--- config.mk ---
export PLATFORM = sky130hd
export DESIGN_NAME = part_insert_writer
export DESIGN_NICKNAME = d
export VERILOG_FILES = /design/src/rtl/select_pkg.sv /design/src/rtl/part_insert.sv /design/src/rtl/part_insert_writer.sv
export SDC_FILE = /design/constraint.sdc
export NUM_CORES = 1
export LEC_CHECK = 0
export BUFFER_PORTS_ARGS = -buffer_cell sky130_fd_sc_hd__buf_2
export CORE_ASPECT_RATIO = 0.6
export CORE_UTILIZATION = 30
export DETAILED_ROUTE_END_ITERATION = 10
export GPL_TIMING_DRIVEN = 0
export PLACE_DENSITY = 0.47
export SYNTH_ARGS = -nofsm -noshare
export SYNTH_HDL_FRONTEND = slang
export SYNTH_SLANG_ARGS = --single-unit
--- constraint.sdc ---
create_clock -name clk -period 2.5 [get_ports clk]
set_input_delay 0.125 -clock clk [delete_from_list [all_inputs] [get_ports clk]]
set_output_delay 0.125 -clock clk [all_outputs]
set_load 0.1 [all_outputs]
--- src/rtl/select_pkg.sv ---
// Shared constants and state encoding for the part-select reader/writer pair.
// Holds word/nibble/index/count widths, the overflow index limit and the FSM enum.
package select_pkg;
  localparam int WORD_W    = 16;
  localparam int NIB_W     = 4;
  localparam int IDX_W     = 4;
  localparam int CNT_W     = 5;
  localparam int OVF_LIMIT = 12;

  typedef enum logic {
    FILL = 1'b0,
    EMIT = 1'b1
  } state_e;
endpackage

--- src/rtl/part_insert.sv ---
// Combinational nibble insert: word_i with bits [idx_i +: NIB_W] replaced by nib_i.
// Ports: word_i/idx_i/nib_i in; mask_o, word_o, ovf_o out. Macro: PART_INSERT_WRAP_EN.
module part_insert
  import select_pkg::*;
(
  input  logic [WORD_W-1:0] word_i,
  input  logic [IDX_W-1:0]  idx_i,
  input  logic [NIB_W-1:0]  nib_i,
  output logic [WORD_W-1:0] mask_o,
  output logic [WORD_W-1:0] word_o,
  output logic              ovf_o
);
  logic [2*WORD_W-1:0] wmask;
  logic [2*WORD_W-1:0] wdata;
  logic [WORD_W-1:0]   data;

  always_comb begin
    wmask = (2*WORD_W)'({NIB_W{1'b1}}) << idx_i;
    wdata = (2*WORD_W)'(nib_i) << idx_i;
`ifdef PART_INSERT_WRAP_EN
    // Bits pushed past the top fold back onto the bottom of the word.
    mask_o = wmask[WORD_W-1:0] | wmask[2*WORD_W-1:WORD_W];
    data   = wdata[WORD_W-1:0] | wdata[2*WORD_W-1:WORD_W];
`else
    mask_o = wmask[WORD_W-1:0];
    data   = wdata[WORD_W-1:0];
`endif
    word_o = (word_i & ~mask_o) | (data & mask_o);
    ovf_o  = idx_i > IDX_W'(OVF_LIMIT);
  end
endmodule

--- src/rtl/part_insert_writer.sv ---
// Assembles a 16-bit word from indexed nibble beats and emits it on a handshake.
// Ports: clk, rst_n; wr_valid/ready/idx/data/last in; out_valid/ready/word/count/ovf out.
// Macro: PART_INSERT_WRAP_EN (wrap out-of-range nibble bits instead of dropping).
module part_insert_writer
  import select_pkg::*;
(
  input  logic              clk,
  input  logic              rst_n,
  input  logic              wr_valid,
  output logic              wr_ready,
  input  logic [IDX_W-1:0]  wr_idx,
  input  logic [NIB_W-1:0]  wr_data,
  input  logic              wr_last,
  output logic              out_valid,
  input  logic              out_ready,
  output logic [WORD_W-1:0] out_word,
  output logic [CNT_W-1:0]  out_count,
  output logic              out_ovf
);
  state_e             state_q, state_d;
  logic [WORD_W-1:0]  word_q, word_d;
  logic [CNT_W-1:0]   cnt_q, cnt_d;
  logic               ovf_q, ovf_d;
  logic [WORD_W-1:0]  ins_mask;
  logic [WORD_W-1:0]  ins_word;
  logic               ins_ovf;
  logic               acc;

  part_insert u_ins (
    .word_i (word_q),
    .idx_i  (wr_idx),
    .nib_i  (wr_data),
    .mask_o (ins_mask),
    .word_o (ins_word),
    .ovf_o  (ins_ovf)
  );

  assign wr_ready  = (state_q == FILL);
  assign out_valid = (state_q == EMIT);
  assign out_word  = word_q;
  assign out_count = cnt_q;
  assign out_ovf   = ovf_q;
  assign acc       = wr_valid & wr_ready;

  always_comb begin
    state_d = state_q;
    word_d  = word_q;
    cnt_d   = cnt_q;
    ovf_d   = ovf_q;
    unique case (state_q)
      FILL: begin
        if (acc) begin
          word_d = ins_word;
          cnt_d  = (&cnt_q) ? cnt_q : cnt_q + 1'b1;
          ovf_d  = ovf_q | ins_ovf;
          if (wr_last) state_d = EMIT;
        end
      end
      EMIT: begin
        if (out_ready) begin
          state_d = FILL;
          word_d  = '0;
          cnt_d   = '0;
          ovf_d   = 1'b0;
        end
      end
      default: state_d = FILL;
    endcase
  end

  always_ff @(posedge clk or negedge rst_n) begin
    if (!rst_n) begin
      state_q <= FILL;
      word_q  <= '0;
      cnt_q   <= '0;
      ovf_q   <= 1'b0;
    end else begin
      state_q <= state_d;
      word_q  <= word_d;
      cnt_q   <= cnt_d;
      ovf_q   <= ovf_d;
    end
  end
endmodule

==> metrics.md <==
| Metric | Value |
|---|---|
| Cell row count | 18 |
| Die height | approximately 55 um |
| Clock transition at the registers of the reported paths | around 0.080 ns |
| I/O pin total | 37 |
| CTS Sinks | 23 |
| Worst slew pin tran | 0.572 ns |
| Ys async rst share | between 90% and 100% |
| Core Footprint | around 4300 um^2 |
| Initial antenna violation count | 0 |
| Starting Density | 32.6% |
| GRT Util Overall | 17.5% |
| Lkg Pwr | ~0.86 nW |
| Max-slew violation count | 0 |
| First-pass GRT wire length | between 6 and 7 mm |
| Arrival time worst endpoint | around 2.3 ns |
| RSZ-0062 raised after global routing | false |
| N_diodes | 0 |
| Synth-to-layout area growth | 22.3% |
| Final hold slack | ~0.057 ns |
| Most numerous cell on the critical path | ha_1 |
| TritonCTS clock tree | built |
| Hold crit path type | in2reg |
| Via-per-instance ratio | between 5 and 6 |
| Seq. cell area | about 580 um^2 |
| DR iter-0 viols | between 150 and 200 |
| Post-route ant nets | 0 |
| Final core occ | roughly two fifths |
| Cells after Synth | 160 |
| Nets | between 200 and 250 |
| CTS root buffer | clkbuf_8 |
| Crit start category | flop |
| H-tree levels | 1 |
| Fill cells | between 400 and 500 |
| CP max stage cell | nor3b_1 |
| Max cap viols | 0 |
| Setup TNS | 0 ns |
| Crit path max fanout | 5 |
| DRT Pass-1 Iters | 4 |
| Max VDD drop | roughly 0.32 mV |
| Final hold violations | 0 |
| Most common cell after layout, fill and taps aside | buf_2 |
| Sequential fraction of the synthesis area | around two fifths |
| PortBufs | 36 |
| Layout Skew | 0.00271 ns |
| Yosys cell types | 43 |
| Skew-Pair Late Insertion Delay | about 0.27 ns |
| Synthesis warning total | 0 |
| Final period utilization | between 80% and 90% |
| Post-Syn Nets | around 180 |
| Largest net degree at the start of global routing | 24 |
| Overflow after GRT | 0 |
| Final Wtd Congestion | between 0.8 and 0.9 |
| Clock tree buffer depth | 2 |
| Crit path largest cell delay | about 0.5 ns |
| Die ar. | roughly 4900 um^2 |
| Avg Cell Area, Syn | just under 9 um^2 |
| Detail Placement HPWL | about 3 mm |
| Synth Register Bits | 23 |
| Vias post-DR | 1344 |
| Tmin final | ~2.1 ns |
| Pre-CTS WS | 0.419 ns |
| Status | finished, final reports clean |
| Number of global-route vias before repair | between 1000 and 1500 |
| Mapped Area | between 1000 and 1500 um^2 |
| Routed WL | 4.00 mm |
| Power per cell area | 973 nW/um^2 |
| Commonest non-fill, non-tap cells in the layout | buf_2 (39), nand2_1 (27), dfrtp_1 (23) |
| CP Data Required Time | 2.70 ns |
| Critical Path Sink Type | flop |
| Multi-input logic area | ~760 um^2 |
| Share of post-route cells with drive strength above 1 | 23.4% |
| CTS Buf Count | 3 |
| FMAX | approximately 470 MHz |
| Setup violations, final | 0 |
| Final WS setup | 0.360 ns |
| Worst slew margin | between 60% and 70% |
| Die W | 90.0 um |
| EDFF count, synth | 0 |
| Remaining routing DRC violations | 0 |
| WL/cell | roughly 15 um |
| Top FF cell, synth | dfrtp_1 |
| Crit path kind | reg2reg |
| Cell Chain, Critical Path | ha_1 -> and3_1 -> ha_1 -> nor3b_1 -> nand4_1 -> xor2_1 -> nor2_1 |
layer usage:
metal  wire length (um)  vias up  share of wire [%]  GRT usage, %
li1                   -      654                  -             -
met3                243        2                6.1          4.31
met5                  0        -                  0             0
met1               2140      649                 53          26.2
met2               1600       39                 40          25.9
met4                 12        0               0.30          2.42
cell families after synthesis:
| logic type | after synthesis | share of synthesized area (%) |
|---|---|---|
| DFF | 23 | 41.3 |
| adders and majority gates | 4 | 3.59 |
| AOI/OAI and AO/OA | 38 | 17.6 |
| and+or+nand+nor | 70 | 24.8 |
| muxes | 9 | 6.82 |
| xor gates and xnor gates | 3 | 1.89 |
| buffers and inverters | 13 | 4.04 |
per-stage QoR:
step	power (mW)	instances	cell area (um^2)
final	1.66	261	1700
after global routing	1.74	261	1700
after CTS	1.67	261	1700
after detailed placement	1.42	256	1650
after global placement	1.41	256	1650
after floorplan	1.25	160	1390
cells in the mapped netlist (all sizes together) (2+ instances only):
| cell type | number | area share, % |
|---|---|---|
| o21ai | 9 | 3.2 |
| a32o | 2 | 1.4 |
| nand3b | 2 | 1.1 |
| buf | 4 | 1.6 |
| nand2b | 2 | 0.90 |
| and2 | 2 | 0.90 |
| clkbuf | 4 | 1.1 |
| nand2 | 27 | 7.3 |
| o31ai | 2 | 1.1 |
| dfrtp | 23 | 41 |
| nand3 | 8 | 2.9 |
| o22ai | 3 | 1.3 |
| ha | 4 | 3.6 |
| nor3 | 4 | 1.4 |
| xor2 | 2 | 1.3 |
| nand4 | 3 | 1.3 |
| a21oi | 10 | 3.6 |
| a31oi | 2 | 0.90 |
| mux2i | 8 | 5.7 |
| a211o | 2 | 1.3 |
| nor3b | 2 | 1.4 |
| inv | 5 | 1.3 |
| nor2 | 12 | 3.2 |
area by class of cell:
class                   instances  area share (%)
multi-input cells             124            44.7
flip-flops and latches         23            33.8
repair buffers                 37            11.2
well taps                      60            4.41
clock buffers                   4            2.64
plain buffers                   8            2.20
inverters                       5            1.10
flip-flops by register name, summed over array words and instances, names as in the netlist:
name / count
out_word: 16
out_count: 5
out_valid: 1
out_ovf: 1
worst max-delay path, delay by kind of cell, from the launching register on:
kind	cells	cell delay [ns]
XOR/XNOR	1	0.19
adder cells (fa/ha/maj)	2	0.43
flip-flops	1	0.43
AND/OR/NAND/NOR	4	1.03
worst paths after layout:
kind / to / start / slack [ns] / depth (start not counted)
max in group asynchronous: out_word[9] / rst_n / 1.79 / 2
setup / recovery: out_count[3] / out_count[0] / 0.36 / 7
setup reg to reg: out_count[3] / out_count[0] / 0.36 / 7
hold / removal: out_valid / wr_last / 0.06 / 2
min in group asynchronous: out_count[3] / rst_n / 0.36 / 2
hold reg to reg: out_word[8] / out_word[8] / 0.50 / 1
power breakdown:
group	switching (mW)	internal, mW
clock network	0.123	0.114
registers	0.0635	0.447
logic	0.753	0.158
total	0.939	0.719
timing repair:
action,4_1_cts,5_1_grt
hold buffers,1,0
resized for setup,0,0
setup buffers,0,0
endpoints found under the hold margin,23,0
No activity file was read; power rests on OpenSTA's default activity.
